## config.mk

```make
export PLATFORM = sky130hd
export DESIGN_NAME = command_word_sequencer
export DESIGN_NICKNAME = d
export VERILOG_FILES = /design/src/rtl/command_word_sequencer_pkg.sv /design/src/rtl/write_event_detector.sv /design/src/rtl/command_word_sequencer.sv
export SDC_FILE = /design/constraint.sdc
export NUM_CORES = 1
export LEC_CHECK = 0
export CORE_UTILIZATION = 23
export CTS_CLUSTER_DIAMETER = 40
export CTS_CLUSTER_SIZE = 10
export DETAILED_ROUTE_END_ITERATION = 7
export DONT_BUFFER_PORTS = 1
export PLACE_DENSITY = 0.41
export REMOVE_ABC_BUFFERS = 1
export SYNTH_ARGS = -nofsm -noshare
export SYNTH_HDL_FRONTEND = slang
export SYNTH_SLANG_ARGS = --single-unit
```

## constraint.sdc

```tcl
create_clock -name clock -period 1.45 [get_ports clock]
set_input_delay 0.0725 -clock clock [delete_from_list [all_inputs] [get_ports clock]]
set_output_delay 0.0725 -clock clock [all_outputs]
set_load 0.05 [all_outputs]
```

## src/rtl/command_word_sequencer_pkg.sv

```systemverilog
// Shared types and bit positions for the command word sequencer.
// Decodes the A0 select and the ICW/OCW flag bits of a CPU write.
package command_word_sequencer_pkg;

  typedef enum logic [2:0] {
    StUninit,
    StWaitIcw2,
    StWaitIcw3,
    StWaitIcw4,
    StReady
  } seq_state_e;

  // A0 value that selects the command (ICW1/OCW2/OCW3) register
  localparam logic AddrCommand = 1'b0;

  localparam int unsigned BitIcw1Flag = 4;
  localparam int unsigned BitOcw3Flag = 3;
  localparam int unsigned BitSngl     = 1;
  localparam int unsigned BitIc4      = 0;

  localparam int unsigned NumStrobes = 7;
  localparam int unsigned StbIcw1    = 6;
  localparam int unsigned StbIcw2    = 5;
  localparam int unsigned StbIcw3    = 4;
  localparam int unsigned StbIcw4    = 3;
  localparam int unsigned StbOcw1    = 2;
  localparam int unsigned StbOcw2    = 1;
  localparam int unsigned StbOcw3    = 0;

endpackage

```

## src/rtl/write_event_detector.sv

```systemverilog
// Captures selected CPU writes and flags the first cycle after the strobe
// is released, presenting the last captured address and data.
module write_event_detector (
  input  logic       clock,
  input  logic       reset_n,
  input  logic       chip_select_n,
  input  logic       write_enable_n,
  input  logic       address,
  input  logic [7:0] data_bus_in,
  output logic       write_event,
  output logic       captured_address,
  output logic [7:0] captured_data
);

  logic       pending_q;
  logic       address_q;
  logic [7:0] data_q;

  always_ff @(posedge clock) begin
    if (!reset_n) begin
      pending_q <= 1'b0;
      address_q <= 1'b0;
      data_q    <= 8'h00;
    end else if (!chip_select_n && !write_enable_n) begin
      pending_q <= 1'b1;
      address_q <= address;
      data_q    <= data_bus_in;
    end else if (write_enable_n) begin
      pending_q <= 1'b0;
    end
  end

  // Chip select is irrelevant once the strobe has been released
  assign write_event      = pending_q & write_enable_n;
  assign captured_address = address_q;
  assign captured_data    = data_q;

endmodule

```

## src/rtl/command_word_sequencer.sv

```systemverilog
// Decodes completed CPU writes into ICW1-4 / OCW1-3 one-cycle strobes and
// tracks the initialization sequence.
module command_word_sequencer
  import command_word_sequencer_pkg::*;
(
  input  logic       clock,
  input  logic       reset_n,
  input  logic       chip_select_n,
  input  logic       write_enable_n,
  input  logic       address,
  input  logic [7:0] data_bus_in,
  output logic [7:0] internal_data_bus,
  output logic       write_initial_command_word_1,
  output logic       write_initial_command_word_2,
  output logic       write_initial_command_word_3,
  output logic       write_initial_command_word_4,
  output logic       write_operation_control_word_1_registers,
  output logic       write_operation_control_word_2,
  output logic       write_operation_control_word_3,
  output logic       in_initialization,
  output logic       cascade_mode,
  output logic       icw4_required
);

  logic       write_event;
  logic       captured_address;
  logic [7:0] captured_data;

  seq_state_e            state_q, state_d;
  logic [NumStrobes-1:0] strobe_q, strobe_d;
  logic [7:0]            bus_q, bus_d;
  logic                  cascade_q, cascade_d;
  logic                  icw4_q, icw4_d;

  write_event_detector u_write_event_detector (
    .clock            (clock),
    .reset_n          (reset_n),
    .chip_select_n    (chip_select_n),
    .write_enable_n   (write_enable_n),
    .address          (address),
    .data_bus_in      (data_bus_in),
    .write_event      (write_event),
    .captured_address (captured_address),
    .captured_data    (captured_data)
  );

  always_ff @(posedge clock) begin
    if (!reset_n) begin
      state_q   <= StUninit;
      strobe_q  <= '0;
      bus_q     <= 8'h00;
      cascade_q <= 1'b0;
      icw4_q    <= 1'b0;
    end else begin
      state_q   <= state_d;
      strobe_q  <= strobe_d;
      bus_q     <= bus_d;
      cascade_q <= cascade_d;
      icw4_q    <= icw4_d;
    end
  end

  always_comb begin
    state_d   = state_q;
    strobe_d  = '0;
    bus_d     = bus_q;
    cascade_d = cascade_q;
    icw4_d    = icw4_q;
    if (write_event) begin
      bus_d = captured_data;
      // ICW1 restarts the sequence from any state
      if (captured_address == AddrCommand && captured_data[BitIcw1Flag]) begin
        strobe_d[StbIcw1] = 1'b1;
        cascade_d         = ~captured_data[BitSngl];
        icw4_d            = captured_data[BitIc4];
        state_d           = StWaitIcw2;
      end else begin
        case (state_q)
          StWaitIcw2: begin
            if (captured_address != AddrCommand) begin
              strobe_d[StbIcw2] = 1'b1;
              if (cascade_q)   state_d = StWaitIcw3;
              else if (icw4_q) state_d = StWaitIcw4;
              else             state_d = StReady;
            end
          end
          StWaitIcw3: begin
            if (captured_address != AddrCommand) begin
              strobe_d[StbIcw3] = 1'b1;
              state_d           = icw4_q ? StWaitIcw4 : StReady;
            end
          end
          StWaitIcw4: begin
            if (captured_address != AddrCommand) begin
              strobe_d[StbIcw4] = 1'b1;
              state_d           = StReady;
            end
          end
          StReady: begin
            if (captured_address != AddrCommand) strobe_d[StbOcw1] = 1'b1;
            else if (captured_data[BitOcw3Flag]) strobe_d[StbOcw3] = 1'b1;
            else                                 strobe_d[StbOcw2] = 1'b1;
          end
          default: ;
        endcase
      end
    end
  end

  assign internal_data_bus                        = bus_q;
  assign write_initial_command_word_1             = strobe_q[StbIcw1];
  assign write_initial_command_word_2             = strobe_q[StbIcw2];
  assign write_initial_command_word_3             = strobe_q[StbIcw3];
  assign write_initial_command_word_4             = strobe_q[StbIcw4];
  assign write_operation_control_word_1_registers = strobe_q[StbOcw1];
  assign write_operation_control_word_2           = strobe_q[StbOcw2];
  assign write_operation_control_word_3           = strobe_q[StbOcw3];
  assign in_initialization = (state_q == StWaitIcw2) || (state_q == StWaitIcw3) ||
                             (state_q == StWaitIcw4);
  assign cascade_mode      = cascade_q;
  assign icw4_required     = icw4_q;

endmodule

```

# After elaboration in Yosys (flattened, before gate mapping)
# Cells that the tools add are included.
[classes] n_eq_ne=7 n_mux=13 bitwise_logic=9 n_reduce_logical=16
[op_table] cell="2-to-1 mux 3 bit" n=6
[op_table] cell="OR reduction 4 bit" n=4
[op_table] cell="!= test 3 x 2 -> 1 bit, second input constant" n=3
[op_table] cell="case mux 3 bit (3 select lines)" n=1
[op_table] cell="NOT 1 bit" n=8
[op_table] cell="== test 3 x 2 -> 1 bit, second input constant" n=2
[op_table] cell="2-to-1 mux 1 bit" n=6
[op_table] cell="AND reduction 5 bit" n=1
[op_table] cell="OR reduction 5 bit" n=1
[op_table] cell="AND reduction 2 bit" n=2
[op_table] cell="nonzero test 4 bit" n=1
[op_table] cell="== test 3 x 1 -> 1 bit, second input constant" n=1
[op_table] cell="== test 3 bit, second input constant" n=1
[op_table] cell="logical AND 1 bit" n=2
[op_table] cell="zero test 1 bit" n=2
[op_table] cell="logical OR 1 bit" n=2
[op_table] cell="nonzero test 2 bit" n=1
[op_table] cell="bitwise AND 1 bit" n=1
[totals] reg_bits=30 inputBits=13 out_inout_bits=18 word_cells=58

# Longest topological paths before layout
[depth] ltp_word=5 ltp_mapped=4 mapped_depth_nobuf=4

# By module
# Synthesis repeated with hierarchy kept, for this count alone.
[hier_totals] hier_cells=127 area_unflattened_um2=1265.0
[modules_own_cells] mod="command_word_sequencer" instances=1 cells_per_inst=81 area_each_um2=813.3 seq_area_each_um2=400.4
[modules_own_cells] mod="write_event_detector" instances=1 cells_per_inst=46 area_each_um2=451.7 seq_area_each_um2=200.2

# Worst setup path after synthesis
# OpenSTA, ideal clock, no wires.
[synth_path] kind="flip-flop to flip-flop" from="register icw4_q, in the netlist icw4_required" to="register state_q[2]" setup_ns=0.117 t_arrival_ns=1.185 required_ns=1.333 path_slack_ns=0.148 stages_incl_launch_ff=4 path_buffers=0 synth_period_minus_slack_ns=1.302 cell_sequence="dfxtp_1 > nor2b_1 > o22ai_1 > a32o_1"
[synth_via] elab_chain_cells=5 word_cells_on_any_way=6
[synth_rtl] element="from (decl)" line="command_word_sequencer.sv:33" text="logic icw4_q, icw4_d;"
[synth_rtl] element="from (signal assigned)" line="command_word_sequencer.sv:59" text="icw4_q <= icw4_d;"
[synth_rtl] element="2-to-1 mux 3 bit (*)" line="command_word_sequencer.sv:83, command_word_sequencer.sv:90"
[synth_rtl] element="2-to-1 mux 3 bit" line="command_word_sequencer.sv:82" text="if (cascade_q) state_d = StWaitIcw3;"
[synth_rtl] element="2-to-1 mux 3 bit" line="command_word_sequencer.sv:80" text="if (captured_address != AddrCommand) begin"
[synth_rtl] element="case mux 3 bit (3 select lines) (*)" line="command_word_sequencer.sv:78" text="case (state_q)"
[synth_rtl] element="2-to-1 mux 3 bit (*)" line="command_word_sequencer.sv:72" text="if (captured_address == AddrCommand && captured_data[BitIcw1Flag]) begin"
[synth_rtl] element="to (signal assigned)" line="command_word_sequencer.sv:49" text="state_q <= StUninit;"
[synth_rtl] element="to (signal assigned)" line="command_word_sequencer.sv:55" text="state_q <= state_d;"
[synth_rtl] element="to (decl)" line="command_word_sequencer.sv:29" text="seq_state_e state_q, state_d;"
# Every way passes the cells marked *; elsewhere a longest branch is shown, timed or not. The select of a mux whose other input is x is not followed.
# A chain may end at the register's enable or synchronous reset.

# Final worst setup path
[layout_path] from="input port reset_n" to="register strobe_q[5]"
[layout_via] elab_chain_cells=2
[layout_rtl] element="from (decl)" line="command_word_sequencer.sv:7" text="input logic reset_n,"
[layout_rtl] element="NOT 1 bit (no line)"
[layout_rtl] element="OR reduction 4 bit (no line)"
[layout_rtl] element="to (signal assigned)" line="command_word_sequencer.sv:56" text="strobe_q <= strobe_d;"
[layout_rtl] element="to (decl)" line="command_word_sequencer.sv:30" text="logic [NumStrobes-1:0] strobe_q, strobe_d;"
# Every way passes these cells.

==> metrics <==
share of layout cells above drive strength 1 18.1%; clock skew roughly 0.0062 ns; WL/cell around 13 um; P_leak 0.564 nW; total die area 5410 um^2; Clock transition at path regs 0.06 ns; cell taking the most area after synthesis dfxtp_1; Final Hold Vio Count 0; GR Overflow Total 0; slew margin rel. a little under three fifths; H-tree levels 2; share of the synthesized area in the top cell type ~51%; top cells by area, synth dfxtp_1, nand2_1, a21boi_1, a21boi_0, o21ai_0; Total GRT Usage 12.4%; vias in the first global route 1014; # Max-Cap Violations 0; register area share after synthesis between 50% and 60%; Syn Std Cell Area 1180 um^2; Layout area overhead 32.4%; post-synthesis cell type count 33; run status complete, no violations; initial antenna violation count 0; setup_tns 0 ns; Synth Instances 128; Power Dens Cells between 1000 and 1500 nW/um^2; largest net degree at the start of global routing 23; DRT Pass-1 Iters 4; Clock Root Buffer clkbuf_8; PostCTS Resize Cnt 0; # diodes 0; Avg Inst Size Synth 9.20 um^2; Yosys reg bits 30; DP HPWL 1840 um; I/O Buffers 0; Routed WL 2800 um; Final nets 167; Die H 73.5 um; DR DRC count 0; Initial DRC Count 39; Initial Util 24.4%; crit path max fanout 22; Period Utilization, post-route approximately nine tenths; worst min-delay path category in2reg; TritonCTS clock tree yes; Placed Area 1320 um^2; RSZ-0062 raised after global routing no; data required time of the worst path 1.63 ns; routability cong. 0.790; global-route wire length before repair 4830 um; Core ar. 4820 um^2; Die W 73.5 um; Slew @ Worst Pin 0.663 ns; # setup viols final 0; worst vdd ir 0.000394 V; Worst Path Arrival roughly 1.5 ns; number of buffers created by CTS 5; Sink Count 30; post-layout utilization of the core around 32%; most used flip-flop cell after synthesis dfxtp_1; via density per instance between 4 and 5; Crit Path Class in2reg; number of synthesized flops with an enable pin 0; YS warnings 0; max-slew violation count 0; CTS max path bufs 2; design area 1560 um^2; boundary pin count 31; row count 25; Via Count 981; FMAX 765 MHz; endpoint class of the critical path register; post-route minimum period between 1 and 1.5 ns; startpoint types primary input; ys async rst share 0%; worst-skew pair later-pin latency 0.28 ns; Post-DRT Antenna Nets 0
[layout by cell type, fill, tap and decap left out, types with 2 or more instances in the layout]
cell	synthesis	layout
buf_4	1	11
a21boi_0	7	7
and2_1	2	2
nand3_1	3	3
a21boi_1	11	11
nor2b_1	3	3
clkbuf_8	0	5
and3_1	2	2
nor2_2	2	2
nor4_1	2	2
nand2_1	30	30
o21ai_0	10	10
o21ai_1	2	2
dlygate4sd3_1	0	13
nor2_1	2	2
clkinv_2	0	2
dfxtp_1	30	30
[worst paths after layout]
path / start / endpoint / slack, ns / cells after the start
setup / recovery: reset_n / strobe_q[5]$_SDFF_PP0_ / 0.14 / 3
hold / removal: chip_select_n / u_write_event_detector.captured_data[3]$_SDFFE_PN0P_ / 0.01 / 2
setup reg to reg: u_write_event_detector.pending_q$_SDFFE_PN0P_ / u_write_event_detector.pending_q$_SDFFE_PN0P_ / 0.23 / 3
hold reg to reg: internal_data_bus[6]$_SDFFE_PN0N_ / internal_data_bus[6]$_SDFFE_PN0N_ / 0.45 / 2
[cells in the mapped netlist (3+ instances only)]
cell type  instances
nand3_1            3
nand2_1           30
nor2b_1            3
clkbuf_1           3
o21ai_0           10
a21boi_0           7
dfxtp_1           30
a21boi_1          11
[sequential cells by signal (all words and copies together) (netlist names)]
signal,count
cascade_mode,1
internal_data_bus,8
u_write_event_detector.captured_address,1
u_write_event_detector.pending_q,1
state_q,3
strobe_q,7
u_write_event_detector.captured_data,8
icw4_required,1
[area by class of cell]
type / count / area, um^2
Clock inverter: 3 / 40.0
Fill cell: 530 / 3260
Multi-Input combinational cell: 92 / 549
Clock buffer: 5 / 68.8
Tap cell: 67 / 83.8
Inverter: 1 / 3.75
Timing Repair Buffer: 24 / 213
Sequential cell: 30 / 601
[kinds of logic (layout without fill, tap and decap cells)]
group | Yosys count | in the layout | share of synthesized area [%]
AO/OA/AOI/OAI | 35 | 35 | 19.8
flip-flops | 30 | 30 | 51.0
buffers and inverters | 6 | 33 | 2.34
multiplexers | 1 | 1 | 0.850
AND/OR/NAND/NOR | 56 | 56 | 26.0
[worst max-delay path, stage by stage]
cell and delay [ns]:
dlygate4sd3_1 0.96, nand3_1 0.19, nor4_1 0.25
[metal layers]
metal	track usage [%]	part of all wire [%]	wire [um]
met5	0	0	0
met4	6.41	2.2	61
met3	5.49	6.8	190
met2	18.5	45	1270
met1	15.0	46	1280
[per-stage QoR]
step	worst slack (ns)	power, W	hold WS (ns)	instances
6_report	0.143	0.00176	0.0137	222
5_1_grt	0.0692	0.00185	0.00782	222
4_1_cts	0.146	0.00180	0.00244	222
3_5_place_dp	0.233	0.000926	0.154	201
3_3_place_gp	0.302	0.000925	0.151	201
2_1_floorplan	0.148	0.000912	0.149	123
[power by group]
part | switching, W | leakage, nW | total (W) | internal, W
logic | 0.0000429 | 0.263 | 0.0000911 | 0.0000482
clock network | 0.000312 | 0.0579 | 0.000817 | 0.000505
registers | 0.0000134 | 0.243 | 0.000852 | 0.000839
[repair_timing]
action,4_1_cts,5_1_grt
hold buffers,13,0
setup buffers,0,0
endpoints found under the hold margin,24,0
(Power assumes the default switching activity.)
